### config.mk
export PLATFORM = sky130hd
export DESIGN_NAME = iter_divider_flat
export DESIGN_NICKNAME = d
export VERILOG_FILES = /design/src/rtl/iter_divider_pkg.sv /design/src/rtl/iter_divider_if.sv /design/src/rtl/iter_divider_div_step.sv /design/src/rtl/iter_divider.sv /design/src/flat_wrapper.sv
export SDC_FILE = /design/constraint.sdc
export NUM_CORES = 1
export LEC_CHECK = 0
export CAP_MARGIN = 20
export CORE_AREA = 4 4 147 149
export CTS_CLUSTER_SIZE = 10
export DETAILED_ROUTE_END_ITERATION = 10
export DIE_AREA = 0 0 151 153
export PLACE_DENSITY = 0.81
export REMOVE_ABC_BUFFERS = 1
export SYNTH_ARGS = -nofsm -noshare
export SYNTH_HDL_FRONTEND = slang
export SYNTH_SLANG_ARGS = --single-unit
### constraint.sdc
create_clock -name clk -period 6.89 [get_ports clk]
set_input_delay 1.0335 -clock clk [delete_from_list [all_inputs] [get_ports clk]]
set_output_delay 1.0335 -clock clk [all_outputs]
set_load 0.02 [all_outputs]
### src/rtl/iter_divider_pkg.sv
// Shared CPU definitions: data type, divider FSM states and counter width.
package cpuDefine;

    typedef logic [31:0] DType;

    localparam int DIV_WIDTH = 32;
    localparam int DIV_CNT_W = $clog2(DIV_WIDTH);

    typedef enum logic [1:0] {
        IDLE,
        CALC,
        DONE
    } DivState;

endpackage

### src/rtl/iter_divider_if.sv
// Request/result bundle between the execute-stage ALU and the iterative divider.
interface iter_divider_if #(
    parameter int WIDTH = 32
);
    logic             en;
    logic             is_signed;
    logic [WIDTH-1:0] dividend;
    logic [WIDTH-1:0] divisor;
    logic [WIDTH-1:0] quotient;
    logic [WIDTH-1:0] remainder;
    logic             complete;

    modport master (
        output en, is_signed, dividend, divisor,
        input  quotient, remainder, complete
    );

    modport slave (
        input  en, is_signed, dividend, divisor,
        output quotient, remainder, complete
    );
endinterface

### src/rtl/iter_divider_div_step.sv
// One restoring-division iteration on unsigned magnitudes.
module div_step #(
    parameter int WIDTH = 32
) (
    input  logic [WIDTH-1:0] rem,
    input  logic             next_bit,
    input  logic [WIDTH-1:0] dvs,
    output logic [WIDTH-1:0] rem_out,
    output logic             q_bit
);
    logic [WIDTH:0] trial;
    logic [WIDTH:0] diff;

    // rem < dvs always holds, so diff fits WIDTH+1 bits and its MSB is the borrow.
    always_comb begin
        trial = {rem, next_bit};
        diff  = trial - {1'b0, dvs};
        q_bit = ~diff[WIDTH];
        rem_out = q_bit ? diff[WIDTH-1:0] : trial[WIDTH-1:0];
    end
endmodule

### src/rtl/iter_divider.sv
// Radix-2 restoring divider: one quotient bit per cycle on magnitudes, sign fixed at the end.
module iter_divider
    import cpuDefine::*;
#(
    parameter int WIDTH = 32
) (
    input  logic          clk,
    input  logic          reset,
    iter_divider_if.slave bus
);
    localparam int CNT_W = $clog2(WIDTH);

    DivState state, next_state;

    logic [CNT_W-1:0] cnt;
    logic [WIDTH-1:0] prem;
    logic [WIDTH-1:0] acc;
    logic [WIDTH-1:0] dvs_mag;
    logic             sgn_q;
    logic             sgn_r;

    logic [WIDTH-1:0] step_rem;
    logic             step_q;
    logic             start;
    logic             step;
    logic             last;
    logic             div_zero;

    function automatic logic [WIDTH-1:0] magnitude(input logic [WIDTH-1:0] v, input logic use_sign);
        return (use_sign && v[WIDTH-1]) ? (~v + 1'b1) : v;
    endfunction

    function automatic logic [WIDTH-1:0] apply_sign(input logic [WIDTH-1:0] mag, input logic neg);
        return neg ? (~mag + 1'b1) : mag;
    endfunction

    div_step #(.WIDTH(WIDTH)) u_step (
        .rem      (prem),
        .next_bit (acc[WIDTH-1]),
        .dvs      (dvs_mag),
        .rem_out  (step_rem),
        .q_bit    (step_q)
    );

    always_ff @(posedge clk) begin
        if (reset) begin
            state <= IDLE;
        end else begin
            state <= next_state;
        end
    end

    always_comb begin
        next_state = state;
        start      = 1'b0;
        step       = 1'b0;
        last       = 1'b0;
        div_zero   = (bus.divisor == '0);
        unique case (state)
            IDLE: begin
                if (bus.en) begin
                    start      = 1'b1;
                    next_state = div_zero ? DONE : CALC;
                end
            end
            CALC: begin
                if (!bus.en) begin
                    next_state = IDLE;
                end else begin
                    step = 1'b1;
                    if (cnt == '0) begin
                        last       = 1'b1;
                        next_state = DONE;
                    end
                end
            end
            DONE:    next_state = IDLE;
            default: next_state = IDLE;
        endcase
    end

    assign bus.complete = (state == DONE);

    // The dividend magnitude shifts out of acc MSB-first while quotient bits shift in.
    always_ff @(posedge clk) begin
        if (reset) begin
            cnt           <= '0;
            bus.quotient  <= '0;
            bus.remainder <= '0;
        end else if (start) begin
            sgn_q   <= bus.is_signed & (bus.dividend[WIDTH-1] ^ bus.divisor[WIDTH-1]);
            sgn_r   <= bus.is_signed & bus.dividend[WIDTH-1];
            acc     <= magnitude(bus.dividend, bus.is_signed);
            dvs_mag <= magnitude(bus.divisor, bus.is_signed);
            prem    <= '0;
            cnt     <= CNT_W'(WIDTH - 1);
            if (div_zero) begin
                bus.quotient  <= '1;
                bus.remainder <= bus.dividend;
            end
        end else if (step) begin
            prem <= step_rem;
            acc  <= {acc[WIDTH-2:0], step_q};
            cnt  <= cnt - 1'b1;
            if (last) begin
                bus.quotient  <= apply_sign({acc[WIDTH-2:0], step_q}, sgn_q);
                bus.remainder <= apply_sign(step_rem, sgn_r);
            end
        end
    end
endmodule

### src/flat_wrapper.sv
// flat-port wrapper written by rule: the top's interface ports become plain ports
module iter_divider_flat import cpuDefine::*;
#(
    parameter int WIDTH = 32
)
  (clk, reset, bus_en, bus_is_signed, bus_dividend, bus_divisor, bus_quotient, bus_remainder, bus_complete);
  iter_divider_if #(.WIDTH(WIDTH)) bus_i ();
  input  logic clk;
  input  logic reset;
  input wire logic [$bits(bus_i.en)-1:0] bus_en;
  input wire logic [$bits(bus_i.is_signed)-1:0] bus_is_signed;
  input wire logic [$bits(bus_i.dividend)-1:0] bus_dividend;
  input wire logic [$bits(bus_i.divisor)-1:0] bus_divisor;
  output wire logic [$bits(bus_i.quotient)-1:0] bus_quotient;
  output wire logic [$bits(bus_i.remainder)-1:0] bus_remainder;
  output wire logic [$bits(bus_i.complete)-1:0] bus_complete;
  assign bus_i.en = bus_en;
  assign bus_i.is_signed = bus_is_signed;
  assign bus_i.dividend = bus_dividend;
  assign bus_i.divisor = bus_divisor;
  assign bus_quotient = bus_i.quotient;
  assign bus_remainder = bus_i.remainder;
  assign bus_complete = bus_i.complete;
  iter_divider #(.WIDTH(WIDTH)) u_core (.clk(clk), .reset(reset), .bus(bus_i));
endmodule
==> results of run 1 <==
-- cell usage after synthesis (all sizes together), types with 11 or more instances --
| master | n |
|---|---|
| dfxtp | 71 |
| buf | 20 |
| o41ai | 12 |
| nand2 | 151 |
| nor4 | 14 |
| xor2 | 76 |
| clkbuf | 52 |
| a311oi | 20 |
| edfxtp | 98 |
| inv | 55 |
| o21ai | 126 |
| a211oi | 40 |
| o31ai | 22 |
| nor3 | 27 |
| or3 | 11 |
| xnor2 | 66 |
| nand3 | 20 |
| ha | 38 |
| or4 | 17 |
| nor2 | 180 |
| o211ai | 11 |
| a21oi | 81 |
| mux2i | 24 |
-- power by group through the flow --
stage / Sequential (W) / Combinational, W / Clock [W]
floorplan: 0.00120 / 0.000515 / 0
global placement: 0.00120 / 0.000734 / 0
global route: 0.00119 / 0.000847 / 0.00101
CTS: 0.00118 / 0.000756 / 0.000968
detailed placement: 0.00120 / 0.000746 / 0
finish: 0.00118 / 0.000767 / 0.000962
-- worst min path at each step --
stage	from	cells after the start	end	slack, ns
finish	u_core.bus.remainder[27]$_SDFFE_PP0P_	2	u_core.bus.remainder[27]$_SDFFE_PP0P_	0.47
global route	u_core.bus.remainder[27]$_SDFFE_PP0P_	2	u_core.bus.remainder[27]$_SDFFE_PP0P_	0.49
CTS	u_core.bus.remainder[27]$_SDFFE_PP0P_	2	u_core.bus.remainder[27]$_SDFFE_PP0P_	0.47
detailed placement	u_core.bus.remainder[27]$_SDFFE_PP0P_	2	u_core.bus.remainder[27]$_SDFFE_PP0P_	0.46
global placement	u_core.bus.remainder[27]$_SDFFE_PP0P_	2	u_core.bus.remainder[27]$_SDFFE_PP0P_	0.45
floorplan	u_core.cnt[1]$_SDFFE_PP0N_	2	u_core.cnt[1]$_SDFFE_PP0N_	0.48
-- layer usage --
| layer | global-route usage (%) | vias up | wire [um] |
|---|---|---|---|
| met4 | 7.77 | 0 | 715 |
| met3 | 3.32 | 65 | 2260 |
| met5 | 0 | - | 0 |
| met2 | 41.2 | 479 | 13800 |
| li1 | - | 5139 | - |
| met1 | 35.7 | 4809 | 13000 |
-- worst min-delay path: stages (launching register included) --
cell,delay [ns]
dfxtp_1,0.31
nand2_1,0.05
a21oi_1,0.06
-- through the flow --
step | hold slack [ns] | total power, W | std cells
2_1_floorplan | 0.484 | 0.00172 | 1296
3_3_place_gp | 0.446 | 0.00193 | 1709
3_5_place_dp | 0.458 | 0.00195 | 1709
4_1_cts | 0.469 | 0.00290 | 1741
5_1_grt | 0.490 | 0.00304 | 1741
6_report | 0.466 | 0.00291 | 1742
-- logic make-up after synthesis --
| kind of cell | Yosys count | share of synthesized area [%] |
|---|---|---|
| fa+ha+maj | 39 | 4.24 |
| buf+inv | 128 | 5.22 |
| mux | 26 | 2.28 |
| compound gates | 383 | 21.3 |
| simple gates | 481 | 19.0 |
| flops | 169 | 37.4 |
| xor+xnor | 142 | 10.6 |
-- cell usage in the layout (no fill, tap or decap), drive strengths merged, types with 22 or more instances in the layout --
master         count
a211oi            40
edfxtp            98
xnor2             66
mux2i             24
o31ai             22
ha                38
a21oi             81
o21ai            126
nor2             180
dfxtp             71
nand2            151
nor3              27
clkdlybuf4s50    131
xor2              76
inv               61
-- layout make-up --
cell class,count,area [um^2]
sequential,169,4360
antenna,1,2.50
timing repair buffer,143,1410
tap,270,338
inverter,56,210
fill,1676,6510
multi-input combinational,1071,6750
clock buffer,19,454
clock inverter,13,131
-- flip-flops by register name, summed over array words and instances (netlist names) --
signal,flops
u_core.acc,32
u_core.bus.quotient,32
u_core.bus.remainder,32
u_core.dvs_mag,32
u_core.prem,32
u_core.cnt,5
u_core.state,2
u_core.sgn_q,1
u_core.sgn_r,1
==> impl_metrics.tcl, run 1 <==
set metrics [dict create \
    status "completed" \
    first_global_vias 9566 \
    post_drt_wl_per_cell_um 17.1 \
    cts_resized 0 \
    drv_slew 0 \
    dieArea_um2 23100 \
    clk_pin_slew_ns 0.07 \
    root_buffer "clkbuf_16" \
    clock_path_buffers 2 \
    critical_path_buf_inv_count 2 \
    drt_iter0_drc 1024 \
    wl_um 29800 \
    leakagePower_nw 4.91 \
    grtUsageTotal_pct 25.5 \
    syn_inst 1368 \
    finalCriticalPeriod_ns 5.90 \
    seqPwrFrac_pct 40.6 \
    slew_headroom_pct 32.9 \
    critPathArrivalTime_ns 6.24 \
    drv_cap 0 \
    netSwitchingFraction_pct 32.5 \
    fin_crit_sh_pct 85.7 \
    clkLatencyLatePin_ns 0.43 \
    dieHeight_um 153 \
    ys_warn_count 0 \
    syn_avg_cell_area_um2 8.54 \
    tightestPinTransition_ns 1.00 \
    critPathTopFamily "compound AO/OA/AOI/OAI gates" \
    place_ws_ns 1.14 \
    area_delta_synth_final_pct 16.9 \
    synth_edf_count 98 \
    final.setup.worst_slack_ns 0.988 \
    die_w_um 151 \
    fmax_mhz 169 \
    grt_pass1_wl_um 48300 \
    cp-end-kind "flop" \
    crit_path_end "u_core.bus.remainder[28]$_SDFFE_PP0P_" \
    cp.required_ns 7.23 \
    fin_worst_skew_ns 0.00772 \
    worstSetupPathType "reg -> reg" \
    ys_top_cells_by_area "edfxtp_1 (25%), dfxtp_1 (12%), nor2_1 (5.8%)" \
    ys_seq_area_share_pct 37.4 \
    cpPeakStageDelay_ns 0.77 \
    hp-class "reg -> reg" \
    startpoint_type "flop" \
    antenna_found_initial 0 \
    final_util_pct 67.7 \
    crit_start "u_core.prem[26]$_SDFFCE_PP0P_" \
    r2r-end "u_core.bus.remainder[28]$_SDFFE_PP0P_" \
    drc 0 \
    power.switching_w 0.000945 \
    start_util_pct 57.9 \
    setup_viol 0 \
    drt.antenna.violating_nets 0 \
    rows 52 \
    async_flop_share_pct 0 \
    numCtsBuffers 17 \
    hpwl_um 21800 \
    timing.rr.start "u_core.prem[26]$_SDFFCE_PP0P_" \
    portBuffers 132 \
    slowest_stage "o31ai_1" \
    drive_gt1_share_pct 5.30 \
    synth_top_area_share_pct 25.2 \
    p_clk_share_pct 33.1 \
    rsz0062_at_grt "no" \
    finalHoldViolCount 0 \
    critPathMaxFanout 8 \
    h-tree-depth 4 \
    p_int_w 0.00197 \
    grt_max_degree 91 \
    vias 10500 \
    design.core.area_um2 20200 \
    pwr-share-comb_pct 26.4 \
    grt-ovfl-total 0 \
    path_cells "ha_1 -> nand2_1 -> o21ai_0 -> and2b_2 -> o31ai_1 -> o21a_2 -> nor2_4 -> inv_2 -> mux2i_1 -> ha_1 -> inv_1 -> nor4b_1 -> nand4_1 -> a32oi_1 -> nand2_1 -> or3_1 -> nor4b_2 -> a21oi_1 -> a311oi_1" \
    tns_ns 0 \
    synth_cell_types 82 \
    reg2reg_slack_ns 0.99 \
    synthFlopType "edfxtp_1" \
    synth_area_um2 11700 \
    ys_seq_elements 169 \
    gp_congestion 1.01 \
    cts_tree "built" \
    synth_area_leader_cell "edfxtp_1" \
    path_depth 19 \
    cts_hold_buf 0 \
    fin_area_um2 13700 \
    ff2ff_path_depth 19 \
    nNetsFinal 1565 \
    placed_area_um2 13100 \
    io_pins 133 \
    post_cts_buffers 0 \
    power_density_nw_per_um2 213 \
    irDropWorstVdd_mv 0.180 \
    clock-sinks 169 \
    first_pass_iters 6 \
    via_per_inst 6.02 \
]
(Power assumes the default switching activity.)
==> run 2: changes to the inputs <==
--- a/config.mk
+++ b/config.mk
@@ -11,6 +11,7 @@
 export DETAILED_ROUTE_END_ITERATION = 10
 export DIE_AREA = 0 0 151 153
 export PLACE_DENSITY = 0.81
+export RECOVER_POWER = 50
 export REMOVE_ABC_BUFFERS = 1
 export SYNTH_ARGS = -nofsm -noshare
 export SYNTH_HDL_FRONTEND = slang
==> run 2 against run 1 <==
Against the previous run:
- the flow now finishes with violations (max-capacitance violations, max-slew violations)
- via count barely moved
- register-to-register slack barely moved
- maximum frequency fell by 0.21%
- critical path depth did not move
- power fell by 0.13%
- combinational power barely moved
- global-route usage did not move
- final area fell by 0.10%
- clock-buffer cell count did not move
- first-iteration DRC count rose by 7.1%
- critical path type unchanged
- critical endpoint unchanged
- largest power group unchanged
- highest routed layer unchanged
==> impl_metrics.tcl, run 2 (synthesized netlist as in run 1, its figures left out) <==
set metrics [dict create \
    cts_resized 0 \
    fillers 1676 \
    path_cells "ha_1 -> a21oi_1 -> o21ai_0 -> and2b_2 -> o31ai_1 -> o21a_2 -> nor2_4 -> inv_2 -> mux2i_1 -> ha_1 -> inv_1 -> nor4b_1 -> nand4_1 -> a32oi_1 -> nand2_1 -> or3_1 -> nor4b_2 -> a21oi_1 -> a311oi_1" \
    cts_tree "built" \
    place_ws_ns 1.14 \
    clk_pin_slew_ns 0.07 \
    grt_busiest_layer "met2" \
    final.setup.worst_slack_ns 0.976 \
    final_util_pct 67.6 \
    numCtsBuffers 17 \
    critical_path_buf_inv_count 2 \
    fin_worst_skew_ns 0.00749 \
    power_density_nw_per_um2 213 \
    cp-end-kind "flop" \
    grt_pass1_wl_um 48300 \
    status "finished, violations left" \
    critPathTopFamily "compound AO/OA/AOI/OAI gates" \
    rows 52 \
    violations "max-capacitance violations, max-slew violations" \
    p_total_w 0.00291 \
    tightestPinTransition_ns 3.70 \
    start_util_pct 57.9 \
    worstSetupPathType "reg -> reg" \
    first_global_vias 9566 \
    cpPeakStageDelay_ns 0.78 \
    drv_cap 3 \
    irDropWorstVdd_mv 0.179 \
    drt.antenna.violating_nets 0 \
    slowest_stage "o31ai_1" \
    grt_use_met3_pct 3.32 \
    critPathArrivalTime_ns 6.25 \
    post_cts_buffers 0 \
    fmax_mhz 169 \
    wl_um 29800 \
    startpoint_type "flop" \
    nNetsFinal 1565 \
    io_pins 133 \
    post_drt_wl_per_cell_um 17.1 \
    setup_viol 0 \
    area_delta_synth_final_pct 16.8 \
    dieArea_um2 23100 \
    grt_max_degree 91 \
    tns_ns 0 \
    die_w_um 151 \
    met2_usage_pct 41.2 \
    gp_congestion 1.01 \
    drv_slew 223 \
    cts_hold_buf 0 \
    cp.required_ns 7.23 \
    clock-sinks 169 \
    first_pass_iters 6 \
    grt.met1_usage_pct 35.7 \
    final_common_cell "nor2_1" \
    dieHeight_um 153 \
    grt-ovfl-total 0 \
    hp-class "reg -> reg" \
    drt_iter0_drc 1097 \
    grtUsageTotal_pct 25.5 \
    via_per_inst 6.02 \
    antenna_found_initial 0 \
    h-tree-depth 4 \
    clock_path_buffers 2 \
    drive_gt1_share_pct 5.03 \
    portBuffers 132 \
    slew_headroom_pct -146 \
    clkLatencyLatePin_ns 0.43 \
    root_buffer "clkbuf_16" \
    finalHoldViolCount 0 \
    vias 10500 \
    rsz0062_at_grt "no" \
    leakagePower_nw 5.12 \
    hpwl_um 21800 \
    drc 0 \
    finalCriticalPeriod_ns 5.91 \
    design.core.area_um2 20200 \
    fin_crit_sh_pct 85.8 \
    critPathMaxFanout 9 \
    layout_common_cells "nor2_1 (175), nand2_1 (150), o21ai_0 (119)" \
]
[run 2: path summary, 6_finish.rpt]
path                                           endpoint                                   from  depth (start not counted)  slack (ns)
setup / recovery  u_core.bus.remainder[28]$_SDFFE_PP0P_          u_core.prem[24]$_SDFFCE_PP0P_                         19        0.98
hold / removal    u_core.bus.remainder[27]$_SDFFE_PP0P_  u_core.bus.remainder[27]$_SDFFE_PP0P_                          2        0.46
setup reg to reg  u_core.bus.remainder[28]$_SDFFE_PP0P_          u_core.prem[24]$_SDFFCE_PP0P_                         19        0.98
hold reg to reg   u_core.bus.remainder[27]$_SDFFE_PP0P_  u_core.bus.remainder[27]$_SDFFE_PP0P_                          2        0.46
[run 2: worst register-to-register path, stage by stage, from the launching register on]
cell	delay (ns)
edfxtp_1	0.42
ha_1	0.44
a21oi_1	0.11
o21ai_0	0.37
and2b_2	0.27
o31ai_1	0.78
o21a_2	0.36
nor2_4	0.06
inv_2	0.13
mux2i_1	0.33
ha_1	0.32
inv_1	0.10
nor4b_1	0.52
nand4_1	0.16
a32oi_1	0.30
nand2_1	0.11
or3_1	0.45
nor4b_2	0.29
a21oi_1	0.07
a311oi_1	0.22
[run 2: cell type report]
cell class | count | area (um^2) | share of cell area (%)
multi-input combinational | 1071 | 6740 | 49.4
sequential | 169 | 4360 | 32.0
timing repair buffer | 143 | 1400 | 10.3
clock buffer | 19 | 454 | 3.33
tap | 270 | 338 | 2.48
inverter | 56 | 210 | 1.54
clock inverter | 13 | 131 | 0.963
antenna | 1 | 2.50 | 0.0183
[run 2: stage by stage]
step	std cells	instance area, um^2	hold WS (ns)
6_report	1742	13600	0.465
5_1_grt	1741	13600	0.488
4_1_cts	1741	13700	0.469
3_5_place_dp	1709	13100	0.458
3_3_place_gp	1709	13100	0.446
2_1_floorplan	1296	11300	0.484
[run 2: power by group]
part | switching [W] | internal [W] | total, W
Clock | 0.000429 | 0.000529 | 0.000958
Sequential | 0.0000434 | 0.00114 | 0.00118
Combinational | 0.000468 | 0.000297 | 0.000765
[run 2: per-layer routing]
metal  up-vias  share of wire, %
met3        57               7.8
met4         0               2.3
met5         -                 0
li1       5140                 -
met1      4815                44
met2       483                46
